File: src/rtl/alias_reduction_ctrl_pkg.sv
// Shared constants and FSM encoding for the MP3 alias-reduction sequencer.
package alias_reduction_ctrl_pkg;

  localparam int         SB_LEN          = 18;
  localparam int         NUM_BOUNDARIES  = 31;
  localparam int         NUM_BUTTERFLIES = 8;
  localparam int         COEF_W          = 18;
  localparam logic [1:0] BLOCK_SHORT     = 2'd2;

  typedef enum logic [2:0] {
    ST_IDLE  = 3'd0,
    ST_RD_LO = 3'd1,
    ST_RD_HI = 3'd2,
    ST_CAP   = 3'd3,
    ST_MUL   = 3'd4,
    ST_WR_LO = 3'd5,
    ST_WR_HI = 3'd6,
    ST_FIN   = 3'd7
  } state_e;

endpackage

File: src/rtl/alias_reduction_ctrl_butterfly.sv
// Registered alias-reduction butterfly: lo' = lo*cs - hi*ca, hi' = hi*cs + lo*ca,
// each floored by COEF_FRAC and clamped to the signed DATA_W range.
module alias_reduction_ctrl_butterfly
  import alias_reduction_ctrl_pkg::*;
#(
  parameter int DATA_W    = 24,
  parameter int COEF_FRAC = 17
) (
  input  logic                     clk_i,
  input  logic                     reset_i,
  input  logic                     en_i,
  input  logic signed [DATA_W-1:0] lo_i,
  input  logic signed [DATA_W-1:0] hi_i,
  input  logic signed [COEF_W-1:0] cs_i,
  input  logic signed [COEF_W-1:0] ca_i,
  output logic signed [DATA_W-1:0] lo_o,
  output logic signed [DATA_W-1:0] hi_o
);

  localparam int PROD_W = DATA_W + COEF_W;
  localparam int SUM_W  = PROD_W + 1;
  localparam int HEAD_W = SUM_W - DATA_W + 1;

  logic        [PROD_W-1:0] p_lo_cs, p_hi_ca, p_hi_cs, p_lo_ca;
  logic signed [SUM_W-1:0]  sum_lo, sum_hi;
  logic signed [DATA_W-1:0] lo_d, lo_q, hi_d, hi_q;

  // Low PROD_W bits of a two's-complement product do not depend on operand signedness.
  function automatic logic [PROD_W-1:0] smul(input logic signed [DATA_W-1:0] a,
                                             input logic signed [COEF_W-1:0] b);
    smul = {{COEF_W{a[DATA_W-1]}}, a} * {{DATA_W{b[COEF_W-1]}}, b};
  endfunction

  function automatic logic signed [DATA_W-1:0] sat(input logic signed [SUM_W-1:0] x);
    logic signed [SUM_W-1:0] s;
    s = x >>> COEF_FRAC;
    if (s[SUM_W-1:DATA_W-1] == {HEAD_W{s[SUM_W-1]}}) begin
      sat = s[DATA_W-1:0];
    end else if (s[SUM_W-1]) begin
      sat = {1'b1, {(DATA_W-1){1'b0}}};
    end else begin
      sat = {1'b0, {(DATA_W-1){1'b1}}};
    end
  endfunction

  always_comb begin
    p_lo_cs = smul(lo_i, cs_i);
    p_hi_ca = smul(hi_i, ca_i);
    p_hi_cs = smul(hi_i, cs_i);
    p_lo_ca = smul(lo_i, ca_i);
    sum_lo  = {p_lo_cs[PROD_W-1], p_lo_cs} - {p_hi_ca[PROD_W-1], p_hi_ca};
    sum_hi  = {p_hi_cs[PROD_W-1], p_hi_cs} + {p_lo_ca[PROD_W-1], p_lo_ca};
    if (en_i) begin
      lo_d = sat(sum_lo);
      hi_d = sat(sum_hi);
    end else begin
      lo_d = lo_q;
      hi_d = hi_q;
    end
  end

  always_ff @(posedge clk_i) begin
    if (reset_i) begin
      lo_q <= {DATA_W{1'b0}};
      hi_q <= {DATA_W{1'b0}};
    end else begin
      lo_q <= lo_d;
      hi_q <= hi_d;
    end
  end

  assign lo_o = lo_q;
  assign hi_o = hi_q;

endmodule

File: src/rtl/alias_reduction_ctrl.sv
// Alias-reduction sequencer: walks the subband-boundary butterflies of one granule,
// reads sample pairs and cs/ca coefficients, and writes the results back in place.
module alias_reduction_ctrl
  import alias_reduction_ctrl_pkg::*;
#(
  parameter int DATA_W    = 24,
  parameter int ADDR_W    = 10,
  parameter int COEF_FRAC = 17
) (
  input  logic              clk_i,
  input  logic              reset_i,
  input  logic              start_i,
  input  logic [ADDR_W-1:0] base_addr_i,
  input  logic [1:0]        block_type_i,
  input  logic              mixed_i,
  output logic              busy_o,
  output logic              done_o,
  output logic [ADDR_W-1:0] ram_addr_o,
  output logic              ram_rd_en_o,
  output logic              ram_wr_en_o,
  output logic [DATA_W-1:0] ram_wdata_o,
  input  logic [DATA_W-1:0] ram_rdata_i,
  output logic              rom_en_o,
  output logic [2:0]        rom_index_o,
  input  logic [COEF_W-1:0] cs_data_i,
  input  logic [COEF_W-1:0] ca_data_i
);

  localparam logic [4:0] SB_FIRST  = 5'd1;
  localparam logic [4:0] SB_LAST   = 5'(NUM_BOUNDARIES);
  localparam logic [2:0] I_LAST    = 3'(NUM_BUTTERFLIES - 1);

  state_e                   state_q, state_d;
  logic [4:0]               sb_q, sb_d, last_sb_q, last_sb_d;
  logic [2:0]               i_q, i_d;
  logic [ADDR_W-1:0]        base_q, base_d;
  logic signed [DATA_W-1:0] lo_q, lo_d, hi_q, hi_d;
  logic signed [COEF_W-1:0] cs_q, cs_d, ca_q, ca_d;
  logic [ADDR_W-1:0]        seg_addr, lo_addr, hi_addr;
  logic signed [DATA_W-1:0] bf_lo, bf_hi;

  // Butterfly (sb,i) straddles the boundary at base + 18*sb; addresses wrap silently.
  always_comb begin
    seg_addr = base_q + ADDR_W'(sb_q) * ADDR_W'(SB_LEN);
    lo_addr  = seg_addr - ADDR_W'(1) - ADDR_W'(i_q);
    hi_addr  = seg_addr + ADDR_W'(i_q);
  end

  always_comb begin
    state_d   = state_q;
    sb_d      = sb_q;
    i_d       = i_q;
    base_d    = base_q;
    last_sb_d = last_sb_q;
    case (state_q)
      ST_IDLE: begin
        if (start_i) begin
          base_d = base_addr_i;
          sb_d   = SB_FIRST;
          i_d    = 3'd0;
          if (block_type_i == BLOCK_SHORT && !mixed_i) begin
            state_d = ST_FIN;
          end else begin
            last_sb_d = (block_type_i == BLOCK_SHORT) ? SB_FIRST : SB_LAST;
            state_d   = ST_RD_LO;
          end
        end else begin
          state_d = ST_IDLE;
        end
      end
      ST_RD_LO: state_d = ST_RD_HI;
      ST_RD_HI: state_d = ST_CAP;
      ST_CAP:   state_d = ST_MUL;
      ST_MUL:   state_d = ST_WR_LO;
      ST_WR_LO: state_d = ST_WR_HI;
      ST_WR_HI: begin
        if (i_q == I_LAST) begin
          i_d = 3'd0;
          if (sb_q == last_sb_q) begin
            sb_d    = SB_FIRST;
            state_d = ST_FIN;
          end else begin
            sb_d    = sb_q + 5'd1;
            state_d = ST_RD_LO;
          end
        end else begin
          i_d     = i_q + 3'd1;
          state_d = ST_RD_LO;
        end
      end
      ST_FIN:   state_d = ST_IDLE;
      default:  state_d = ST_IDLE;
    endcase
  end

  // Read data for lo (and the coefficients) arrives in RD_HI, for hi in CAP.
  always_comb begin
    lo_d = lo_q;
    hi_d = hi_q;
    cs_d = cs_q;
    ca_d = ca_q;
    if (state_q == ST_RD_HI) begin
      lo_d = $signed(ram_rdata_i);
      cs_d = $signed(cs_data_i);
      ca_d = $signed(ca_data_i);
    end else if (state_q == ST_CAP) begin
      hi_d = $signed(ram_rdata_i);
    end else begin
      lo_d = lo_q;
    end
  end

  always_ff @(posedge clk_i) begin
    if (reset_i) begin
      state_q   <= ST_IDLE;
      sb_q      <= SB_FIRST;
      i_q       <= 3'd0;
      last_sb_q <= SB_FIRST;
      base_q    <= {ADDR_W{1'b0}};
      lo_q      <= {DATA_W{1'b0}};
      hi_q      <= {DATA_W{1'b0}};
      cs_q      <= {COEF_W{1'b0}};
      ca_q      <= {COEF_W{1'b0}};
    end else begin
      state_q   <= state_d;
      sb_q      <= sb_d;
      i_q       <= i_d;
      last_sb_q <= last_sb_d;
      base_q    <= base_d;
      lo_q      <= lo_d;
      hi_q      <= hi_d;
      cs_q      <= cs_d;
      ca_q      <= ca_d;
    end
  end

  alias_reduction_ctrl_butterfly #(
    .DATA_W    (DATA_W),
    .COEF_FRAC (COEF_FRAC)
  ) u_butterfly (
    .clk_i   (clk_i),
    .reset_i (reset_i),
    .en_i    (state_q == ST_MUL),
    .lo_i    (lo_q),
    .hi_i    (hi_q),
    .cs_i    (cs_q),
    .ca_i    (ca_q),
    .lo_o    (bf_lo),
    .hi_o    (bf_hi)
  );

  always_comb begin
    busy_o      = 1'b0;
    done_o      = 1'b0;
    ram_addr_o  = {ADDR_W{1'b0}};
    ram_rd_en_o = 1'b0;
    ram_wr_en_o = 1'b0;
    ram_wdata_o = {DATA_W{1'b0}};
    rom_en_o    = 1'b0;
    rom_index_o = 3'd0;
    case (state_q)
      ST_RD_LO: begin
        busy_o      = 1'b1;
        ram_rd_en_o = 1'b1;
        ram_addr_o  = lo_addr;
        rom_en_o    = 1'b1;
        rom_index_o = i_q;
      end
      ST_RD_HI: begin
        busy_o      = 1'b1;
        ram_rd_en_o = 1'b1;
        ram_addr_o  = hi_addr;
      end
      ST_CAP:   busy_o = 1'b1;
      ST_MUL:   busy_o = 1'b1;
      ST_WR_LO: begin
        busy_o      = 1'b1;
        ram_wr_en_o = 1'b1;
        ram_addr_o  = lo_addr;
        ram_wdata_o = bf_lo;
      end
      ST_WR_HI: begin
        busy_o      = 1'b1;
        ram_wr_en_o = 1'b1;
        ram_addr_o  = hi_addr;
        ram_wdata_o = bf_hi;
      end
      ST_FIN:   done_o = 1'b1;
      default:  busy_o = 1'b0;
    endcase
  end

endmodule

File: config.mk
export PLATFORM = sky130hd
export DESIGN_NAME = alias_reduction_ctrl
export DESIGN_NICKNAME = d
export VERILOG_FILES = /design/src/rtl/alias_reduction_ctrl_pkg.sv /design/src/rtl/alias_reduction_ctrl_butterfly.sv /design/src/rtl/alias_reduction_ctrl.sv
export SDC_FILE = /design/constraint.sdc
export NUM_CORES = 2
export LEC_CHECK = 0
export ABC_AREA = 0
export CAP_MARGIN = 20
export CORE_MARGIN = 4
export CORE_UTILIZATION = 28
export DETAILED_ROUTE_END_ITERATION = 16
export SLEW_MARGIN = 20
export SYNTH_ARGS = -nofsm -noshare
export SYNTH_HDL_FRONTEND = slang
export SYNTH_SLANG_ARGS = --single-unit
export TNS_END_PERCENT = 30
File: constraint.sdc
create_clock -name clk_i -period 7.3 [get_ports clk_i]
set_input_delay 1.46 -clock clk_i [delete_from_list [all_inputs] [get_ports clk_i]]
set_output_delay 1.46 -clock clk_i [all_outputs]
set_load 0.02 [all_outputs]
== Word-level counts from Yosys, hierarchy flattened ==
Index checks and enable logic that the tools add are counted.

* Flip-flop bits (word level): 158
* Bits of input ports: 76
* Output and inout bits: 42
* Logic and storage cells: 79

* Add/subtract/negate cells: 8
* Multiply operators: 5
* Eq/ne operators: 14
* Muxes and demuxes: 25
* Bitwise gates (word level): 2
* Reductions and logical operators: 14

{| class="wikitable"
|+ Operators by type and width
! kind !! count
|-
| 24-bit by 18-bit multiplier with 42-bit output || 4
|-
| 24-bit two-way mux || 4
|-
| 24-bit one-hot mux with 2 select lines || 1
|-
| 42-bit by 42-bit adder with 43-bit output || 1
|-
| 42-bit by 42-bit subtractor with 43-bit output || 1
|-
| 3-bit one-hot mux with 8 select lines || 1
|-
| 3-bit two-way mux || 7
|-
| 5-bit two-way mux || 4
|-
| 10-bit one-hot mux with 2 select lines || 1
|-
| 3-bit equality test, second input constant || 5
|-
| 10-bit adder || 1
|-
| 10-bit by 3-bit adder with 10-bit output || 1
|-
| 5-bit one-hot mux with 2 select lines || 1
|-
| 10-bit by 1-bit subtractor with 10-bit output, second input constant || 1
|-
| 10-bit by 3-bit subtractor with 10-bit output || 1
|-
| 5-bit by 4-bit multiplier with 9-bit output, second input constant || 1
|-
| 2-bit OR reduction || 4
|-
| 3-bit by 2-bit equality test with 1-bit output, second input constant || 2
|-
| 3-bit one-hot mux with 2 select lines || 1
|-
| 2-bit AND reduction || 3
|-
| 3-bit AND reduction || 2
|-
| 6-bit OR reduction || 1
|-
| 5-bit by 1-bit adder with 5-bit output, second input constant || 1
|-
| 5-bit equality test || 1
|-
| other kinds (11) || 18
|}

== Depth between registers and ports, before layout ==
* Depth in word-level cells: 5
* Depth in mapped cells: 33
* Depth with buffers taken out: 29

== Modules after synthesis ==
A second synthesis with hierarchy kept.

* Cells, all modules: 7508
* Area, all modules: 68333.0 um^2

{| class="wikitable"
|+ By module, submodules not included
! module !! times used !! cells an instance !! area an instance (um^2) !! sequential area each (um^2)
|-
| alias_reduction_ctrl_butterfly || 1 || 6869 || 63350.8 || 960.9
|-
| alias_reduction_ctrl || 1 || 639 || 4982.3 || 2122.0
|}

== Worst setup path after synthesis ==
Ideal clock, no wire load.

* Path kind: register to register
* Start point: register hi_q[23]
* End point: register u_butterfly.lo_q[11] (netlist: u_butterfly.lo_o[11])
* Setup time: 130 ps
* Arrival time: 7602 ps
* Required time: 7170 ps
* Slack: -432 ps
* Stages on the path, launching flop included: 31
* Buffers on the path: 4
* Period minus slack after synthesis: 7732 ps
* Path through: dfxtp_1 clkbuf_1 clkbuf_1 nand2_1 fa_1 inv_1 fa_1 fa_1 inv_1 fa_1 fa_1 inv_1 fa_1 inv_1 fa_1 inv_1 fa_1 inv_1 ha_1 clkbuf_1 a21o_1 a31oi_1 o21ai_0 a21o_1 a21oi_1 o31a_1 xor2_1 o21ai_2 buf_2 o21bai_1 a211oi_1

* Longest elaborated chain between the ends: 4
* Elaborated cells between the ends (all ways): 5
* Classes of those cells: add/sub: 1; mul: 1; eq/ne: 1; mux: 2

{| class="wikitable"
|+ RTL lines
! what !! line !! RTL
|-
| start: declaration || alias_reduction_ctrl.sv:37 || <nowiki>logic signed [DATA_W-1:0] lo_q, lo_d, hi_q, hi_d;</nowiki>
|-
| start signal: assignment || alias_reduction_ctrl.sv:121 || <nowiki>hi_q <= {DATA_W{1'b0}};</nowiki>
|-
| start signal: assignment || alias_reduction_ctrl.sv:131 || <nowiki>hi_q <= hi_d;</nowiki>
|-
| 24-bit by 18-bit multiplier with 42-bit output * || alias_reduction_ctrl_butterfly.sv:31 || <nowiki>smul = {{COEF_W{a[DATA_W-1]}}, a} * {{DATA_W{b[COEF_W-1]}}, b};</nowiki>
|-
| 42-bit by 42-bit subtractor with 43-bit output * || alias_reduction_ctrl_butterfly.sv:51 || <nowiki>sum_lo = {p_lo_cs[PROD_W-1], p_lo_cs} - {p_hi_ca[PROD_W-1], p_hi_ca};</nowiki>
|-
| 2-bit equality test or 24-bit two-way mux (tied branches) || alias_reduction_ctrl_butterfly.sv:37, alias_reduction_ctrl_butterfly.sv:39 ||
|-
| 24-bit two-way mux * || alias_reduction_ctrl_butterfly.sv:37 || <nowiki>if (s[SUM_W-1:DATA_W-1] == {HEAD_W{s[SUM_W-1]}}) begin</nowiki>
|-
| end signal: assignment || alias_reduction_ctrl_butterfly.sv:64 || <nowiki>lo_q <= {DATA_W{1'b0}};</nowiki>
|-
| end signal: assignment || alias_reduction_ctrl_butterfly.sv:67 || <nowiki>lo_q <= lo_d;</nowiki>
|-
| end: declaration || alias_reduction_ctrl_butterfly.sv:26 || <nowiki>logic signed [DATA_W-1:0] lo_d, lo_q, hi_d, hi_q;</nowiki>
|}

Every way passes the cells marked *; elsewhere a longest branch is shown, timed or not.
A chain may end at the register's enable or synchronous reset.

== Worst setup path in the final report ==
* Start point: register ca_q[0]
* End point: register u_butterfly.lo_q[16] (netlist: u_butterfly.lo_o[16])

* Longest elaborated chain between the ends: 4
* Elaborated cells between the ends (all ways): 5
* Classes of those cells: add/sub: 1; mul: 1; eq/ne: 1; mux: 2

{| class="wikitable"
|+ RTL lines
! what !! line !! RTL
|-
| start: declaration || alias_reduction_ctrl.sv:38 || <nowiki>logic signed [COEF_W-1:0] cs_q, cs_d, ca_q, ca_d;</nowiki>
|-
| start signal: assignment || alias_reduction_ctrl.sv:123 || <nowiki>ca_q <= {COEF_W{1'b0}};</nowiki>
|-
| 24-bit by 18-bit multiplier with 42-bit output * || alias_reduction_ctrl_butterfly.sv:31 ||
|-
| 42-bit by 42-bit subtractor with 43-bit output * || alias_reduction_ctrl_butterfly.sv:51 ||
|-
| 2-bit equality test or 24-bit two-way mux (tied branches) || alias_reduction_ctrl_butterfly.sv:37, alias_reduction_ctrl_butterfly.sv:39 ||
|-
| 24-bit two-way mux * || alias_reduction_ctrl_butterfly.sv:37 ||
|}

Marks and branches as above.

==> impl_metrics.toml <==
[placed_design]
routabilityCongestion = 0.986
dp_hpwl_um = 181000
placed_area_um2 = 78900
port_buffers = 117

[pwr]
p_leak_nw = 38.3
p_per_area_nw_per_um2 = 157
finalPower_mw = 13.1
ir_worst_vdd_uv = 689

[clock_tree]
cts_tree = "yes"
cts-root-buf = "clkbuf_16"
clk_latency_ns = 0.54
clockBufferDepth = 2
numClockSinks = 154
htreeDepth = 4
numCtsBuffers = 17
clk_pin_slew_ns = 0.08

[yosys]
synth_top_area_share_pct = 54.9
netlist_area_um2 = 68500
yosys.area_share.xor_xnor_pct = 1.57
synth_compound_area_share_pct = 4.23
synth_edf_count = 0
synth_ff_type = "dfxtp_1"
yosys_register_bits = 154
syn_avg_cell_area_um2 = 9.08
ys_top_cells_by_area = "fa_1 (55%), inv_1 (10%), nand2_1 (7.3%)"
synthMuxAreaShare_pct = 0.0621
synth_top_family_by_area = "adder cells"
yosysUniqueCellTypes = 75
yosysWarnings = 0
syn_nets = 9864
yosys.area.top_type = "fa_1"
synthSimpleGateAreaFrac_pct = 15.2
async_reset_ff_share_pct = 0
syn_inst = 7541
synth_fa_ha_area_share_pct = 61.6
yosysSeqAreaShare_pct = 4.50

[critical_path]
critPathMaxStageDelay_ns = 0.62
reg2reg_from = "ca_q[0]$_SDFFE_PP0P_"
crit_path_max_fanout = 10
cp.arrival_ns = 8.36
crit_path_end_kind = "flip-flop"
worstSetupStartpoint = "ca_q[0]$_SDFFE_PP0P_"
ff2ff_path_depth = 32
cp_slowest_cell = "fa_1"
crit_buf_inv = 12
cpMostUsedCell = "fa_1"
crit_type = "flip-flop to flip-flop"
crit_family = "adder cells"
cp.depth = 32
required_ns = 7.67
critPathLaunchType = "flip-flop"

[floorplan]
fp.dieW_um = 503
die-area_um2 = 253000
start_util_pct = 28.2
ioPinCount = 118
core_region_area_um2 = 243000
rows = 181
die_h_um = 503

[sta]
max_slew_margin_pct = 26.7
tightest_slew_ns = 1.10
timing.final.crit_share_pct = 109
slew_viol_final = 0
final.setup.worst_slack_ns = -0.687
rsz0062_at_grt = "true"
clock_skew_ns = 0.0372
min_period_ns = 7.99
final_hold_viol_count = 0
max_freq_mhz = 125
setup_viol = 48

[finish]
drive_above_1_share_pct = 15.3
ff_latch_area_um2 = 3240
mostFrequentLayoutCells = "inv_1 (1850), fa_1 (1830), nand2_1 (1324)"
fin_util_pct = 34.2
final_nets = 10400
nFillCells = 24900
final_area_um2 = 83200
syn_to_final_growth_pct = 21.5
final_common_cell = "inv_1"
multiInputGateArea_um2 = 57900

[outcome]
failed_checks = "negative setup slack"
status = "complete, but fails checks"

[grt]
grt_pass1_wl_um = 338000
grtUsageTotal_pct = 17.4
grt_pass1_vias = 57300
grt_max_degree = 68
grt_overflow = 0
antenna_found_initial = 20

[worst_hold_path]
hp-class = "flip-flop to flip-flop"
whs_path_depth = 2
hp-start = "base_q[3]$_SDFFE_PP0P_"

[route]
antenna_left = 0
totalWireLength_um = 217000
wl_per_cell_um = 19.2
drtIter0Drc = 3430
num_vias = 51900
viasPerCell = 4.58
drtPass1Iterations = 6
drc = 0

[flow_run]
maxCapViolCount = 0
[final timing paths]
kind / slack [ns] / end
worst max-delay path: -0.69 / u_butterfly.lo_o[16]$_SDFFE_PP0P_
worst min-delay path: 0.47 / base_q[3]$_SDFFE_PP0P_
worst max register to register: -0.69 / u_butterfly.lo_o[16]$_SDFFE_PP0P_
worst min register to register: 0.47 / base_q[3]$_SDFFE_PP0P_
[tightest hold or removal path: stages (launching register included)]
cell and delay (ns):
dfxtp_1 0.32, nand2_1 0.05, a21oi_1 0.05
[registers in the layout (all words and copies together) (netlist names)]
register          cells
hi_q                 24
lo_q                 24
u_butterfly.hi_o     24
u_butterfly.lo_o     24
ca_q                 18
cs_q                 18
base_q               10
sb_q                  5
i_q                   3
state_q               3
last_sb_q             1
[metal layers]
layer / vias up / global-route usage, % / wire (um) / share of wire, %
li1: 22600 / - / - / -
met1: 27100 / 23.0 / 88500 / 41
met2: 1793 / 28.9 / 103000 / 47
met3: 358 / 2.15 / 14300 / 6.6
met4: 6 / 7.07 / 11500 / 5.3
met5: - / 0 / 34 / 0.016
[cell usage after synthesis, types with 15 or more instances]
library cell  count
dfxtp_1         154
ha_1            367
xnor2_1          94
and2_1          598
fa_1           1880
xor2_1           29
nor2_1          112
nor2b_1          58
nand3_1          15
a211oi_1         49
buf_1            16
o21ai_0          38
a21o_1           26
a22o_1           24
inv_1          1881
nand2_1        1341
nor3_1           26
clkbuf_1        418
nand2b_1         51
a21oi_1         191
[cells by family after synthesis]
group	count (synthesis)
buf+inv	2327
fa+ha+maj	2247
simple gates	2242
compound gates	444
flops	154
xor+xnor	123
mux	4
[per-stage QoR]
step	hold WS (ns)	setup TNS (ns)	setup WS, ns	std cells
global route	0.487	-39.72	-0.902	11300
global placement	0.450	-64.33	-1.57	11200
finish	0.466	-27.87	-0.687	11300
floorplan	0.437	0	0.0000115	7541
detailed placement	0.455	-64.67	-1.67	11200
CTS	0.466	-28.00	-0.658	11200
[cell type report]
cell class / count / share of cell area [%]
clock inverter: 14 / 0.193
tap: 3202 / 4.82
timing repair buffer: 993 / 12.5
inverter: 1881 / 8.49
clock buffer: 18 / 0.528
sequential: 154 / 3.90
multi-input combinational: 5060 / 69.6
antenna: 7 / 0.0211
[report_power, final]
part	switching (mW)	internal, mW	total (mW)
Sequential	0.0736	0.893	0.967
Combinational	6.24	4.85	11.1
Clock	0.512	0.521	1.03
[repair_timing]
action,CTS,global route
endpoints found under the setup margin,48,48
pin swaps,22,174
hold buffers,0,0
gates resized for setup,165,330
gates cloned,5,15
buffers inserted,39,83
(Power assumes the default switching activity.)
